===== src/rtl/sram32_be_stream_initiator.sv =====
// rtl/sram32_be_stream_initiator.sv - valid/ready initiator for a banked 1W/1R byte-enable SRAM wrapper
//
// Purpose:
//   Turns a write request stream and a read request stream into SRAM
//   write-port (CE0/A0/D0/WE0/WEM0) and read-port (CE1/A1/Q1) cycles.
//   Both ports share single-port banks, so same-bank requests are
//   arbitrated. Read data (1-cycle SRAM latency) is captured into a
//   credit-controlled response FIFO so the consumer may backpressure.
//
// Optional feature:
//   SRAM32_INIT_RR_ARB_EN - round-robin arbitration on bank conflicts.
//   When undefined, the write always wins a conflict.
//
// Ports:
//   CLK, RSTN                          clock, async active-low reset
//   wr_valid/wr_ready/wr_addr/wr_data/wr_be   write request stream
//   rd_valid/rd_ready/rd_addr                 read request stream
//   rsp_valid/rsp_ready/rsp_data              read response stream (in order)
//   CE0, A0, D0, WE0, WEM0             SRAM write port
//   CE1, A1                            SRAM read port
//   Q1                                 SRAM read data, valid the cycle after CE1

module sram32_be_stream_initiator #(
  parameter int ABITS     = 14,
  parameter int DBITS     = 32,
  parameter int BANK_LSB  = 13,
  parameter int RSP_DEPTH = 2
) (
  input  logic               CLK,
  input  logic               RSTN,
  input  logic               wr_valid,
  output logic               wr_ready,
  input  logic [ABITS-1:0]   wr_addr,
  input  logic [DBITS-1:0]   wr_data,
  input  logic [DBITS/8-1:0] wr_be,
  input  logic               rd_valid,
  output logic               rd_ready,
  input  logic [ABITS-1:0]   rd_addr,
  output logic               rsp_valid,
  input  logic               rsp_ready,
  output logic [DBITS-1:0]   rsp_data,
  output logic               CE0,
  output logic [ABITS-1:0]   A0,
  output logic [DBITS-1:0]   D0,
  output logic               WE0,
  output logic [DBITS-1:0]   WEM0,
  output logic               CE1,
  output logic [ABITS-1:0]   A1,
  input  logic [DBITS-1:0]   Q1
);

  localparam int BEW = DBITS / 8;
  localparam int CW  = $clog2(RSP_DEPTH + 1);
  localparam int PW  = $clog2(RSP_DEPTH);

  logic             inflight;
  logic [CW-1:0]    count;
  logic [PW-1:0]    wr_ptr;
  logic [PW-1:0]    rd_ptr;
  logic [DBITS-1:0] fifo_mem [RSP_DEPTH];

  logic          push;
  logic          pop;
  logic [CW:0]   occ;
  logic          credit_ok;
  logic          bank_eq;
  logic          conflict;
  logic          rd_wins;
  logic          wr_issue;
  logic          rd_issue;

  function automatic logic [PW-1:0] ptr_inc(input logic [PW-1:0] p);
    return (p == PW'(RSP_DEPTH - 1)) ? '0 : p + 1'b1;
  endfunction

  assign rsp_valid = (count != '0);
  assign rsp_data  = rsp_valid ? fifo_mem[rd_ptr] : '0;
  assign pop       = rsp_valid & rsp_ready;
  assign push      = inflight;

  // A new read is allowed only if every response already committed
  // (queued or still in the SRAM pipeline) plus this one fits the FIFO.
  // Counting this cycle's pop lets a full FIFO keep streaming.
  assign occ       = (CW+1)'(count) + (CW+1)'(inflight) - (CW+1)'(pop);
  assign credit_ok = occ < (CW+1)'(RSP_DEPTH);

  assign bank_eq  = (wr_addr[ABITS-1:BANK_LSB] == rd_addr[ABITS-1:BANK_LSB]);
  // A read held back by credit cannot collide, so it never steals a turn.
  assign conflict = wr_valid & rd_valid & credit_ok & bank_eq;

`ifdef SRAM32_INIT_RR_ARB_EN
  logic last_rd;  // 1: read won the most recent conflict

  assign rd_wins = ~last_rd;

  always_ff @(posedge CLK or negedge RSTN) begin
    if (!RSTN) begin
      last_rd <= 1'b0;
    end else if (conflict) begin
      last_rd <= rd_wins;
    end
  end
`else
  assign rd_wins = 1'b0;
`endif

  // Readies are forced low while reset is asserted.
  assign wr_ready = RSTN & ~(conflict & rd_wins);
  assign rd_ready = RSTN & credit_ok & ~(conflict & ~rd_wins);

  assign wr_issue = wr_valid & wr_ready;
  assign rd_issue = rd_valid & rd_ready;

  assign CE0 = wr_issue;
  assign WE0 = wr_issue;
  assign A0  = wr_issue ? wr_addr : '0;
  assign D0  = wr_issue ? wr_data : '0;
  assign CE1 = rd_issue;
  assign A1  = rd_issue ? rd_addr : '0;

  always_comb begin
    WEM0 = '0;
    for (int i = 0; i < BEW; i++) begin
      WEM0[8*i +: 8] = {8{wr_be[i] & wr_issue}};
    end
  end

  always_ff @(posedge CLK or negedge RSTN) begin
    if (!RSTN) begin
      inflight <= 1'b0;
      count    <= '0;
      wr_ptr   <= '0;
      rd_ptr   <= '0;
    end else begin
      inflight <= rd_issue;
      if (push) wr_ptr <= ptr_inc(wr_ptr);
      if (pop)  rd_ptr <= ptr_inc(rd_ptr);
      count <= count + CW'(push) - CW'(pop);
    end
  end

  // Payload storage needs no reset; occupancy is tracked by count.
  always_ff @(posedge CLK) begin
    if (push) fifo_mem[wr_ptr] <= Q1;
  end

endmodule


===== config.mk =====
export PLATFORM = sky130hd
export DESIGN_NAME = sram32_be_stream_initiator
export DESIGN_NICKNAME = d
export VERILOG_FILES = /design/src/rtl/sram32_be_stream_initiator.sv
export SDC_FILE = /design/constraint.sdc
export NUM_CORES = 1
export LEC_CHECK = 0
export ABC_AREA = 1
export BUFFER_PORTS_ARGS = -buffer_cell sky130_fd_sc_hd__buf_2
export CAP_MARGIN = 20
export CORE_UTILIZATION = 30
export CTS_BUF_LIST = sky130_fd_sc_hd__clkbuf_8
export DETAILED_ROUTE_END_ITERATION = 10
export GPL_ROUTABILITY_DRIVEN = 0
export PLACE_DENSITY = 0.57
export SLEW_MARGIN = 30
export SYNTH_ARGS = -nofsm -noshare
export SYNTH_HDL_FRONTEND = slang
export SYNTH_SLANG_ARGS = --single-unit

===== constraint.sdc =====
create_clock -name CLK -period 3.2 [get_ports CLK]
set_clock_uncertainty 0.15 [all_clocks]
set_input_delay 0.32 -clock CLK [delete_from_list [all_inputs] [get_ports CLK]]
set_output_delay 0.32 -clock CLK [all_outputs]
set_load 0.01 [all_outputs]

After elaboration in Yosys (flattened, before gate mapping). Memories as Yosys holds them, arrays and structs flattened. Index checks and enable logic that the tools add are counted.

Flip-flop bits (word level): 5. Memory bits (writable): 64. Output and inout port bits: 130. Logic and storage cells: 35. Memories: 1. Input bits: 101.

Memory list: fifo_mem (depth 2, bits a word 32, rd ports 1, clocked after memory_dff 0, wr ports 1, line 60) `logic [DBITS-1:0] fifo_mem [RSP_DEPTH];`.

Bitwise gates (word level): 13. Add/sub/neg operators: 6. Magnitude comparators: 1. Muxes and demuxes: 8. Reductions and logical operators: 1. Equal/unequal tests: 1.

Operators by type and width (count): 32-bit two-way mux (2); 14-bit two-way mux (2); 1-bit AND (12); 1-bit two-way mux (4); 2-bit by 1-bit adder with 3-bit output (1); 3-bit by 2-bit less-than comparator with 1-bit output, second input constant (1); 3-bit by 1-bit subtractor with 3-bit output (1); 1-bit adder, second input constant (2); 2-bit by 1-bit adder with 2-bit output (1); 2-bit nonzero test (1); 2-bit by 1-bit subtractor with 2-bit output (1); 1-bit equality test (1); 1-bit NOT (1).

Depth between registers and ports, before layout.
Depth in word-level cells: 10. Depth in mapped cells: 14. Depth with buffers taken out: 13.

Worst setup path before layout. No wires, ideal clock.

Kind: reg-to-output. Start point: register count[1]. End point: output A1[10]. Stages on the path, launching flop included: 13. Data required time: 2.730 ns. Data arrival time: 2.305 ns. Buffers on the path: 1. Setup slack: 0.425 ns. Path through: dfrtp_1 -> nor2_1 -> nor2_1 -> ha_1 -> inv_1 -> ha_1 -> inv_1 -> fa_1 -> nand2_1 -> nor2_2 -> nand3_2 -> buf_6 -> nor2_2.

Longest elaborated chain between the ends: 10. Elaborated cells on any way between the ends: 12. Those cells by class: add/sub: 2; order compare: 1; mux: 1; bitwise: 7; reduce/logical: 1.

RTL lines: start: declaration (line 57) `logic [CW-1:0] count;`; start signal: assignment (line 138) `count <= count + CW'(push) - CW'(pop);`; 2-bit nonzero test (*) (line 76) `assign rsp_valid = (count != '0);`; 1-bit AND (*) (line 78) `assign pop = rsp_valid & rsp_ready;`; net pop (line 63) `logic pop;`; 3-bit by 1-bit subtractor with 3-bit output (*) (line 84) `assign occ = (CW+1)'(count) + (CW+1)'(inflight) - (CW+1)'(pop);`; 3-bit by 2-bit less-than comparator with 1-bit output (*) (line 85) `assign credit_ok = occ < (CW+1)'(RSP_DEPTH);`; 1-bit AND (2 in series) (line 89) `assign conflict = wr_valid & rd_valid & credit_ok & bank_eq;`; 1-bit NOT (line 109) `assign rd_ready = RSTN & credit_ok & ~(conflict & ~rd_wins);`; 1-bit AND (*) (line 109); 1-bit AND (*) (line 112) `assign rd_issue = rd_valid & rd_ready;`; 14-bit two-way mux (*) (line 119) `assign A1 = rd_issue ? rd_addr : '0;`; end: declaration (line 48) `output logic [ABITS-1:0] A1,`.

The timed path passes the listed nets; every way through them passes the cells marked *.

Worst setup path after layout.
Start point: register count[0]. End point: output A1[10].

Same word-level chain as after synthesis.

==> reports/summary.md <==
The kind of critical path was reg2out. In the synthesized netlist, the number of instances is 374. The number of detailed-routing iterations run before antenna repair was 5. The die covers 11900 sq um. The netlist area before placement is 3441 sq um, and the height of the die is 109.1 microns. The setup TNS after final layout was 0 ns. Cell row count: 38. The ratio of cells with drive above 1 in the final layout was 46.90%; the placeable core region was 10980 sq um. The number of storage elements in the synthesis netlist came out at 69.

The Yosys step of the flow raised 0 warnings. For this design, the slowest cell found on the critical path is sky130_fd_sc_hd__fa_2. The final standard cell area without fillers was 4820 sq um. STA classifies the critical path endpoint as an output port.

Clock-pin slew was measured on the worst setup and hold paths at 0.07 ns. The worst path uses 96.76% of the clock period. The smallest clock period supported by the final layout is computed as 3.096 ns. Buffers placed on the I/O ports in this run total 230. The net count of the finished layout came out at 682.

The count of H-tree levels built during CTS is 3, and the share of the yosys chip area belonging to registers is 59.49%. The run gives 478 as the synthesized net count. The tools report the total CTS buffers as 9. At the pin with the least slew margin, the transition time is 0.8022 ns.

Count of antenna-violating nets left after detailed routing: 0. The die width is 109.1 microns, and the worst-skew pair later-pin latency is 0.33 ns. The logs give 3028 for the via count of the first global-routing pass and 3261 for the total number of vias.

Signal arrival time at the worst endpoint: 2.63 ns. For the number of unique standard cell types used by synthesis, the log shows 17. Setup violations remaining at the end of the flow were counted as 0.

In this run, the number of DRC markers left after iteration 0 of detailed routing was 194. The overall routed net length came out at 11780 microns. The leading area contributor after synthesis is sky130_fd_sc_hd__edfxtp_1.

Worst min-delay path category: in2reg. The number of synthesized flops with an enable pin is 64, and the maximum clock path buffer count is 2. The remaining max-slew budget at the tightest pin is 46.39%. The run gives 0 as the post-detailed-route DRC marker count.

The design draws 3157 uW. Layout-stage area growth over the synthesis result: 40.07%. By area the synthesized netlist is led by sky130_fd_sc_hd__edfxtp_1 56%, sky130_fd_sc_hd__inv_1 8.5%, sky130_fd_sc_hd__nand2_1 8.0%, sky130_fd_sc_hd__buf_4 6.5%, sky130_fd_sc_hd__nor2_1 6.3%. The root buffer cell chosen for the clock tree is sky130_fd_sc_hd__clkbuf_8. The number of sinks handled by clock tree synthesis was 69.

Delay contributed by the slowest stage of the critical path: 0.54 ns. For this design the top-level I/O count stands at 231. For this design the ratio of total power to cell area is 655.0 nW/um^2. The tools report the maximum frequency from static timing analysis as 323.0 MHz.

Data on the critical path is required at its endpoint by 2.73 ns. The number of antenna violations at the first check in global routing is 7. Final count of pins violating max slew: 0.

The tools report the kind of start point of the critical path as a register. The first global-routing pass estimated 16670 microns of wire. Maximum fanout along the worst path: 8.

For this configuration, the core starts out at a cell density of 31.33%. The run finished with clean final reports. Detailed placement finished with a half-perimeter wire length of 9213 microns.

The tools report the total global-route track usage as 20.08%. Max-cap violations in this run came to 0. Entering global routing, the biggest net connects 34 pins. Counting flops with an async set or reset pin after synthesis yields a share of 7.246%.

The leakage power figure was 0.002627 uW. The cell that appears most often on the critical path is sky130_fd_sc_hd__nor2_4. The hold violation count in the final report is 0, and the number of fill cells is 1097. The synthesized design devotes to its leading area cell type 55.85% of total area. In the final routed layout, each cell accounts on average for 16.20 microns. The worst hold slack was 0.02414 ns; the worst path buffer plus inverter count was 3. The via-per-instance ratio works out to 4.486. A synthesized cell averages 9.200 sq um. The top cell types in the final layout, fill and taps aside, are 230 x sky130_fd_sc_hd__buf_2, 78 x sky130_fd_sc_hd__inv_1, 72 x sky130_fd_sc_hd__nand2_1. Broken down by cell family, the worst path's largest delay share belongs to adder cells. For the total global routing overflow, the log shows 0.

TritonCTS built the clock tree. Traced cell by cell, the critical path runs through nor2_4 > nor2_4 > ha_4 > inv_1 > ha_2 > inv_1 > fa_2 > nand2_2 > nor2_4 > nand3_4 > nor2_2 > buf_2. The maximum vdd drop is 0.3387 mV.

Leaving out fill and tap cells, the most frequent cell in the layout is sky130_fd_sc_hd__buf_2. The most instantiated flip-flop cell in the synthesis netlist was sky130_fd_sc_hd__edfxtp_1. In this run the cell area measured after placement is 4544 sq um.
==> cell type report <==
class                   instances  area [sq um]  area share, %
inverters                      78         292.8          6.075
diodes                          7         17.52         0.3634
well taps                     140         175.2          3.634
repair buffers                238          1234          25.60
clock inverters                 4         42.54         0.8827
flip-flops and latches         69          2048          42.50
clock buffers                   9         123.9          2.570
multi-input cells             182         885.9          18.38
==> repair_timing <==
action | 4_1_cts | 5_1_grt
gates resized for setup | 4 | 11
hold endpoints to repair | 5 | 0
hold buffers | 1 | 0
buffers inserted | 0 | 1
pin swaps | 1 | 4
cloned | 1 | 0
endpoints found under the setup margin | 15 | 15
==> routing by layer <==
layer / up-vias / global-route usage [%] / share of wire [%]
li1: 1520 / - / -
met1: 1524 / 22.27 / 37
met2: 187 / 33.87 / 50
met4: 0 / 15.06 / 4.0
met3: 30 / 4.065 / 8.6
met5: - / 0 / 0
==> cells by family after synthesis <==
family / synth area share, %
xor+xnor: 0.5092
fa+ha+maj: 1.309
flops: 59.49
buf+inv: 17.31
compound gates: 4.654
simple gates: 16.73
==> state kept, by name, summed over array words and instances (netlist names) <==
signal	flops
inflight	1
count	2
wr_ptr	1
rd_ptr	1
fifo_mem	64
==> metrics by stage <==
step	utilization [%]	std cells	worst slack [ns]
2_1_floorplan	-	374	0.4247
3_3_place_gp	41.13	703	0.3384
3_5_place_dp	41.38	704	0.1664
4_1_cts	43.27	719	0.004903
5_1_grt	43.88	727	-0.01094
6_report	43.88	727	0.1038
==> power breakdown <==
part | switching (uW) | leakage (uW) | internal, uW
Combinational | 867 | 0.00190 | 493
Sequential | 49.0 | 0.000638 | 1120
Clock | 292 | 0.0000859 | 340
Total | 1210 | 0.00263 | 1950
==> cell usage after synthesis (2+ instances only) <==
library cell,instances
sky130_fd_sc_hd__dfrtp_1,5
sky130_fd_sc_hd__ha_1,2
sky130_fd_sc_hd__nor2_2,10
sky130_fd_sc_hd__a21oi_1,32
sky130_fd_sc_hd__xor2_1,2
sky130_fd_sc_hd__clkbuf_1,7
sky130_fd_sc_hd__nor2_1,58
sky130_fd_sc_hd__inv_1,78
sky130_fd_sc_hd__buf_2,8
sky130_fd_sc_hd__buf_4,30
sky130_fd_sc_hd__nand2_1,73
sky130_fd_sc_hd__edfxtp_1,64
==> final timing paths <==
check,startpoint,endpoint,slack (ns),depth (start not counted)
worst max-delay path,count[0],A1[10],0.10,12
worst min-delay path,Q1[2],fifo_mem[1][2],0.02,1
worst max register to register,count[0],inflight,0.85,11
worst min register to register,inflight,wr_ptr,0.39,1
max in group asynchronous,RSTN,count[1],2.47,2
min in group asynchronous,RSTN,rd_ptr,0.23,2
Note: power is estimated with default switching activity, not from simulation.
